--- src/rtl/riscv_ctrl_pkg.sv ---
// Shared definitions for the multicycle RISC-V control unit: state encoding,
// opcode constants, ALUOp codes, ALU control codes and immediate selects.
package riscv_ctrl_pkg;

   typedef enum logic [3:0] {
      S_FETCH    = 4'd0,
      S_DECODE   = 4'd1,
      S_MEMADR   = 4'd2,
      S_MEMREAD  = 4'd3,
      S_MEMWB    = 4'd4,
      S_MEMWRITE = 4'd5,
      S_EXECR    = 4'd6,
      S_EXECI    = 4'd7,
      S_ALUWB    = 4'd8,
      S_BEQ      = 4'd9,
      S_JAL      = 4'd10,
      S_ERROR    = 4'd11
   } state_t;

   localparam logic [6:0] OP_LOAD   = 7'b0000011;
   localparam logic [6:0] OP_STORE  = 7'b0100011;
   localparam logic [6:0] OP_RTYPE  = 7'b0110011;
   localparam logic [6:0] OP_ITYPE  = 7'b0010011;
   localparam logic [6:0] OP_BRANCH = 7'b1100011;
   localparam logic [6:0] OP_JAL    = 7'b1101111;

   localparam logic [1:0] ALUOP_ADD   = 2'b00;
   localparam logic [1:0] ALUOP_SUB   = 2'b01;
   localparam logic [1:0] ALUOP_FUNCT = 2'b10;

   localparam logic [2:0] ALU_ADD = 3'b000;
   localparam logic [2:0] ALU_SUB = 3'b001;
   localparam logic [2:0] ALU_AND = 3'b010;
   localparam logic [2:0] ALU_OR  = 3'b011;
   localparam logic [2:0] ALU_SLT = 3'b101;

   localparam logic [1:0] IMM_I = 2'b00;
   localparam logic [1:0] IMM_S = 2'b01;
   localparam logic [1:0] IMM_B = 2'b10;
   localparam logic [1:0] IMM_J = 2'b11;

   // Immediate format implied by an opcode; anything not S/B/J uses the I layout.
   function automatic logic [1:0] imm_sel(input logic [6:0] op);
      case (op)
         OP_STORE:  imm_sel = IMM_S;
         OP_BRANCH: imm_sel = IMM_B;
         OP_JAL:    imm_sel = IMM_J;
         default:   imm_sel = IMM_I;
      endcase
   endfunction

endpackage

--- src/rtl/alu_decoder.sv ---
// Combinational ALU control decode from ALUOp, funct3, funct7 bit 5 and opcode bit 5.
module alu_decoder
   import riscv_ctrl_pkg::*;
(
   input  logic [1:0] alu_op,
   input  logic [2:0] funct3,
   input  logic       funct7b5,
   input  logic       op_b5,
   output logic [2:0] alu_control
);

   // Subtract only for R-type funct3=000 with funct7b5 set; I-type addi never subtracts.
   always_comb begin
      alu_control = ALU_ADD;
      case (alu_op)
         ALUOP_ADD: alu_control = ALU_ADD;
         ALUOP_SUB: alu_control = ALU_SUB;
         ALUOP_FUNCT: begin
            case (funct3)
               3'b000:  alu_control = (op_b5 && funct7b5) ? ALU_SUB : ALU_ADD;
               3'b010:  alu_control = ALU_SLT;
               3'b110:  alu_control = ALU_OR;
               3'b111:  alu_control = ALU_AND;
               default: alu_control = ALU_ADD;
            endcase
         end
         default: alu_control = ALU_ADD;
      endcase
   end

endmodule

--- src/rtl/multicycle_controller.sv ---
// Multicycle RISC-V main controller (Moore FSM plus ALU decode).
// Optional feature: define MC_CTRL_ILLEGAL_TRAP_EN to trap unknown opcodes in a
// sticky ERROR state; otherwise they are skipped as a NOP back to FETCH.
module multicycle_controller
   import riscv_ctrl_pkg::*;
(
   input  logic       clk,
   input  logic       rst_n,
   input  logic [6:0] opcode,
   input  logic [2:0] funct3,
   input  logic       funct7b5,
   input  logic       zero,
   input  logic       mem_ready,
   output logic       pc_write,
   output logic       ir_write,
   output logic       reg_write,
   output logic       mem_write,
   output logic       mem_req,
   output logic       adr_src,
   output logic [1:0] alu_src_a,
   output logic [1:0] alu_src_b,
   output logic [1:0] result_src,
   output logic [1:0] imm_src,
   output logic [2:0] alu_control,
   output logic [3:0] state,
   output logic       illegal_op
);

   state_t     state_q, state_d;
   logic [1:0] alu_op;

   // Next-state selection; memory states hold until mem_ready.
   always_comb begin
      state_d = state_q;
      case (state_q)
         S_FETCH:    if (mem_ready) state_d = S_DECODE;
         S_DECODE: begin
            case (opcode)
               OP_LOAD, OP_STORE: state_d = S_MEMADR;
               OP_RTYPE:          state_d = S_EXECR;
               OP_ITYPE:          state_d = S_EXECI;
               OP_BRANCH:         state_d = S_BEQ;
               OP_JAL:            state_d = S_JAL;
`ifdef MC_CTRL_ILLEGAL_TRAP_EN
               default:           state_d = S_ERROR;
`else
               default:           state_d = S_FETCH;
`endif
            endcase
         end
         S_MEMADR:   state_d = opcode[5] ? S_MEMWRITE : S_MEMREAD;
         S_MEMREAD:  if (mem_ready) state_d = S_MEMWB;
         S_MEMWB:    state_d = S_FETCH;
         S_MEMWRITE: if (mem_ready) state_d = S_FETCH;
         S_EXECR:    state_d = S_ALUWB;
         S_EXECI:    state_d = S_ALUWB;
         S_ALUWB:    state_d = S_FETCH;
         S_BEQ:      state_d = S_FETCH;
         S_JAL:      state_d = S_ALUWB;
`ifdef MC_CTRL_ILLEGAL_TRAP_EN
         S_ERROR:    state_d = S_ERROR;
`endif
         default:    state_d = S_FETCH;
      endcase
   end

`ifdef MC_CTRL_ILLEGAL_TRAP_EN
   logic illegal_q, illegal_d;

   // Sticky trap flag, set on entry to ERROR and only cleared by reset.
   always_comb begin
      illegal_d = illegal_q | (state_d == S_ERROR);
   end

   // State and trap flag registers with synchronous active-low reset.
   always_ff @(posedge clk) begin
      if (!rst_n) begin
         state_q   <= S_FETCH;
         illegal_q <= 1'b0;
      end else begin
         state_q   <= state_d;
         illegal_q <= illegal_d;
      end
   end

   assign illegal_op = illegal_q;
`else
   // State register with synchronous active-low reset.
   always_ff @(posedge clk) begin
      if (!rst_n) state_q <= S_FETCH;
      else        state_q <= state_d;
   end

   assign illegal_op = 1'b0;
`endif

   assign state = state_q;

   // Per-state datapath controls; strobes are forced low while reset is held.
   always_comb begin
      pc_write   = 1'b0;
      ir_write   = 1'b0;
      reg_write  = 1'b0;
      mem_write  = 1'b0;
      mem_req    = 1'b0;
      adr_src    = 1'b0;
      alu_src_a  = 2'b00;
      alu_src_b  = 2'b00;
      result_src = 2'b00;
      imm_src    = 2'b00;
      alu_op     = ALUOP_ADD;
      case (state_q)
         S_FETCH: begin
            mem_req    = 1'b1;
            alu_src_b  = 2'b10;
            result_src = 2'b10;
            ir_write   = mem_ready;
            pc_write   = mem_ready;
         end
         S_DECODE: begin
            alu_src_a = 2'b01;
            alu_src_b = 2'b01;
            imm_src   = imm_sel(opcode);
         end
         S_MEMADR: begin
            alu_src_a = 2'b10;
            alu_src_b = 2'b01;
         end
         S_MEMREAD: begin
            mem_req = 1'b1;
            adr_src = 1'b1;
         end
         S_MEMWB: begin
            result_src = 2'b01;
            reg_write  = 1'b1;
         end
         S_MEMWRITE: begin
            mem_req   = 1'b1;
            mem_write = 1'b1;
            adr_src   = 1'b1;
         end
         S_EXECR: begin
            alu_src_a = 2'b10;
            alu_op    = ALUOP_FUNCT;
         end
         S_EXECI: begin
            alu_src_a = 2'b10;
            alu_src_b = 2'b01;
            alu_op    = ALUOP_FUNCT;
         end
         S_ALUWB: reg_write = 1'b1;
         S_BEQ: begin
            alu_src_a = 2'b10;
            alu_op    = ALUOP_SUB;
            pc_write  = zero;
         end
         S_JAL: begin
            alu_src_a = 2'b01;
            alu_src_b = 2'b10;
            pc_write  = 1'b1;
         end
         default: ;
      endcase
      if (!rst_n) begin
         pc_write  = 1'b0;
         ir_write  = 1'b0;
         reg_write = 1'b0;
         mem_write = 1'b0;
         mem_req   = 1'b0;
      end
   end

   alu_decoder u_alu_decoder (
      .alu_op      (alu_op),
      .funct3      (funct3),
      .funct7b5    (funct7b5),
      .op_b5       (opcode[5]),
      .alu_control (alu_control)
   );

endmodule
--- config.mk ---
export PLATFORM = sky130hd
export DESIGN_NAME = multicycle_controller
export DESIGN_NICKNAME = d
export VERILOG_FILES = /design/src/rtl/riscv_ctrl_pkg.sv /design/src/rtl/alu_decoder.sv /design/src/rtl/multicycle_controller.sv
export SDC_FILE = /design/constraint.sdc
export NUM_CORES = 1
export LEC_CHECK = 0
export ABC_AREA = 1
export CAP_MARGIN = 10
export CORE_MARGIN = 2
export CORE_UTILIZATION = 35
export DETAILED_ROUTE_END_ITERATION = 7
export PLACE_DENSITY = 0.78
export SKIP_LAST_GASP = 1
export SLEW_MARGIN = 0
export SYNTH_ARGS = -nofsm -noshare
export SYNTH_HDL_FRONTEND = slang
export SYNTH_HIERARCHICAL = 1
export SYNTH_SLANG_ARGS = --single-unit
--- constraint.sdc ---
create_clock -name clk -period 2.1 [get_ports clk]
set_clock_uncertainty 0.2 [all_clocks]
set_input_delay 0.42 -clock clk [delete_from_list [all_inputs] [get_ports clk]]
set_output_delay 0.42 -clock clk [all_outputs]
set_load 0.02 [all_outputs]
==> results of run 1 <==
==> Yosys cell counts <==
master and n:
nand3_1 11, nor2_4 1, o21ai_0 2, nor2_2 1
buf_4 1, inv_1 28, nor3_1 2, o311ai_1 1
nand3_2 1, nor2_1 17, nand2_1 25, nand2_2 3
inv_2 2, a211oi_1 1, conb_1 1, and3_1 1
a21oi_1 4, a31oi_1 1, dfxtp_1 4, nand4_1 2
ha_1 2
==> logic make-up after synthesis <==
kind of cell             Yosys count
other                              1
AND/OR/NAND/NOR                   64
flip-flops                         4
adder cells (fa/ha/maj)            2
buffers and inverters             31
AO/OA/AOI/OAI                      9
==> stage by stage <==
| step | setup TNS [ps] | cells | util |
|---|---|---|---|
| after CTS | -408.0 | 212 | 0.8892 |
| after detailed placement | -5437 | 194 | 0.7906 |
| after global placement | -4870 | 194 | 0.7906 |
| after floorplan | 0 | 111 | - |
==> timing repair <==
action                     CTS
gates resized for setup    108
setup buffers               14
setup endpoints to repair   17
pin swaps                   15
cloned                       0
==> summary.md, run 1 <==
| Metric | Value |
|---|---|
| Status | aborted with a tool error |
| Failing step | global routing (5_1_grt) |
| Err | [ERROR DPL-0038] Utilization greater than 100%, impossible to legalize |
| Post-synthesis simple-gate area fraction | 0.5055 |
| XOR/XNOR Fraction of Synth Area | 0 |
| Top cell type's share of synthesized area | 0.1846 |
| Root Buffer | clkbuf_4 |
| Boundary Pins | 37 |
| Hold_buf cts | 0 |
| Syn Std Cell Area | 569.3 µm² |
| Distinct cell type count after synthesis | 21 |
| Largest net degree at the start of global routing | 7 |
| CTS Buf Count | 3 |
| Initial core utilization | 0.3736 |
| Post-synth net total | 128 |
| Post-synthesis compound-gate area fraction | 0.09231 |
| Vert. Die Dim | 44.33 µm |
| CTS sink count | 4 |
| Mapped Cells | 111 |
| Std cell rows | 14 |
| GP Congestion | 0.8614 |
| Clock Tree Buf Depth | 2 |
| Post-synthesis mux area share | 0 |
| Sequential area share after synthesis | 0.1407 |
| Flops & latches, synth | 4 |
| Buffers added on ports | 35 |
| Yosys top cell by area | inv_1 |
| Top post-synthesis cells by area | inv_1 18%, nand2_1 16%, dfxtp_1 14%, nor2_1 11%, nand3_1 9.7% |
| H-tree lvl count | 1 |
| Syn Area/Cell | 5.129 µm² |
| WEP type | output port |
| Die width | 44.33 µm |
| Dpl cell area | 1205 µm² |
| DPL Wire Length | 1.883 mm |
| Pre-CTS WS | -642.9 ps |
| Post-synthesis adder-cell area fraction | 0.04396 |
| Largest family of logic cells by synthesized area | simple AND/OR/NAND/NOR gates |
| Post-GRT worst EP | alu_control[2] |
| Synth warn | 6 |
==> inputs of run 2 (changes only) <==
Settings changed: CORE_AREA from default to 2 2 63 65, CORE_MARGIN 2 to default, CORE_UTILIZATION 35 to default, DIE_AREA from default to 0 0 65 67, PLACE_DENSITY 0.78 to default, PLACE_DENSITY_LB_ADDON from default to 0.15.
==> summary.md, run 2 <==
| Metric | Value |
|---|---|
| Fillers | 389 |
| Die area | 4355 µm² |
| Startpoint type of the worst setup path | flip-flop |
| Syn Area/Cell | 5.129 µm² |
| Boundary Pins | 37 |
| CTS Buf Count | 3 |
| Post-synth top flop | dfxtp_1 |
| Number of flip-flops in the largest register | 4 |
| H-tree lvl count | 1 |
| Total chip power | 430.7 µW |
| Largest net degree at the start of global routing | 7 |
| CP Max Fanout | 2 |
| Most common cell after layout, fill and taps aside | buf_4 |
| Post-DR wirelength/cell | 10.40 µm |
| Count leader, synth | inv_1 |
| Drt first pass iters | 4 |
| Drt first-iter violations | 19 |
| Vert. Die Dim | 67 µm |
| Critical path class | flip-flop to output pin |
| Hold Startpoint | state[0]$_SDFFE_PN0P_ |
| Hold Vio Cnt, Final | 0 |
| Clk pin slew, worst setup/hold paths | 30 ps |
| Antenna diodes | 0 |
| Fin Setup TNS | -273.0 ps |
| Std cell rows | 22 |
| Distinct cell type count after synthesis | 21 |
| Setup slack after layout | -118.5 ps |
| Routed WL | 2.549 mm |
| Sequential area share after synthesis | 0.1407 |
| Worst skew pair latency | 210 ps |
| Synth warn | 6 |
| Final Instance Count excl. Fillers | 245 |
| Crit. Startpoint | state[3]$_SDFFE_PN0P_ |
| Setup violators final | 3 |
| Final worst path period need | 2218 ps |
| Util after Layout | 0.4126 |
| Top post-synthesis cells by area | inv_1 18%, nand2_1 16%, dfxtp_1 14%, nor2_1 11%, nand3_1 9.7% |
| Placed instance count | 226 |
| Synth cell count leaders | 28 x inv_1, 25 x nand2_1, 17 x nor2_1 |
| Pwr per Cell Area | 289.5 nW/µm² |
| Worst Hold Class | flip-flop to flip-flop |
| Hold_buf cts | 0 |
| Final critical-path share of the clock period | 1.056 |
| Yosys top cell by area | inv_1 |
| Vias in the first global route | 905 |
| Max Transition Viols Final | 0 |
| Tot GR Track Use | 0.1110 |
| Most frequent cells in the layout | 52 x buf_4, 19 x nand2_1, 18 x inv_1 |
| Leakage | 0.8046 nW |
| Worst Path Arrival | 1600 ps |
| Pre-CTS WS | -654.5 ps |
| Post-synth net total | 128 |
| Status | finished with violations |
| CTS sink count | 4 |
| Worst vdd ir | 0.3475 mV |
| CTS tree | yes |
| GP Congestion | 0.8489 |
| Root Buffer | clkbuf_8 |
| Reg-to-reg startpoint | state[2]$_SDFFE_PN0P_ |
| Post-synth EDFFs | 0 |
| Critical path required time | 1480 ps |
| DRT antenna net count | 0 |
| Share of cells above drive strength 1 | 0.5838 |
| Top cell type's share of synthesized area | 0.1846 |
| Buffers added on ports | 35 |
| DRC viols | 0 |
| Layout area overhead | 161.3% |
| Endpoint class of the critical path | output pin |
| Mapped Cells | 111 |
| DPL Wire Length | 1.855 mm |
| F_max | 450.8 MHz |
| Initial core utilization | 0.1579 |
| Layout Nets | 216 |
| Flops & latches, synth | 4 |
| Ys async rst share | 0 |
| Syn Std Cell Area | 569.3 µm² |
| Die width | 65 µm |
| Clock Tree Buf Depth | 2 |
| Via count | 972 |
| Failing checks | setup timing |
| MaxCap Viol Count | 0 |
| Global-route wire length before repair | 3.829 mm |
| Grt ovf | 0 |
| Vias per Instance | 3.967 |
| RSZ-0062 raised after global routing | yes |
| Initial antenna violation count | 0 |
| Core ar. | 3606 µm² |
-- run 2: cell counts after synthesis --
Identical to the previous run, type by type.
-- run 2: worst max-delay path, stage by stage (launching register included) --
cell and delay [ps]:
dfxtp_4 340, inv_2 40, nor2_4 90, nand2_2 80, inv_2 60, inv_2 40, ha_4 250, inv_2 50
nand4_1 160, nor2_4 150, buf_6 120
-- run 2: report_power, final --
| group | switching (mW) | internal, mW |
|---|---|---|
| clock | 0.0335 | 0.122 |
| combinational | 0.0975 | 0.0995 |
| sequential | 0.00164 | 0.0769 |
-- run 2: cell families (layout without fill, tap and decap cells) --
kind of cell / Yosys count / after routing / synth area share
compound gates: 9 / 9 / 0.09232
fa+ha+maj: 2 / 2 / 0.04395
buf+inv: 31 / 117 / 0.2110
flops: 4 / 4 / 0.1407
other cells: 1 / 1 / 0.006587
simple gates: 64 / 64 / 0.5055
-- run 2: worst paths after layout --
| check | end | slack [ps] | cells past startpoint |
|---|---|---|---|
| max reg2reg | state[1]$_SDFFE_PN0P_ | 70 | 14 |
| min | state[0]$_SDFFE_PN0P_ | 460 | 3 |
| max | alu_control[2] | -120 | 10 |
| min reg2reg | state[0]$_SDFFE_PN0P_ | 460 | 3 |
-- run 2: layout make-up --
cell class	instances	area [µm²]	share of cell area
repair buffers	84	671.9	0.4516
clock buffers	3	41.29	0.02775
inverters	30	115.1	0.07738
flip-flops and latches	4	92.59	0.06224
multi-input cells	76	506.7	0.3406
well taps	48	60.06	0.04037
-- run 2: what timing repair did --
item / in CTS / in global routing
endpoints found under the setup margin: 17 / 16
pin swaps: 12 / 15
gates resized for setup: 100 / 34
hold endpoints to repair: 0 / 0
buffers inserted: 10 / 7
-- run 2: stage by stage --
step	hold slack, ps	instance area, µm²
2_1_floorplan	317.6	594.3
3_3_place_gp	459.0	1245
3_5_place_dp	455.8	1245
4_1_cts	461.0	1376
5_1_grt	484.5	1488
6_report	462.0	1488
-- run 2: metal layers --
| layer | share of wire | global-route usage |
|---|---|---|
| met4 | 0 | 0.02394 |
| met5 | 0 | 0 |
| met2 | 0.51 | 0.1997 |
| met3 | 0.038 | 0.01689 |
| met1 | 0.45 | 0.1388 |
Note: power is estimated with default switching activity, not from simulation.
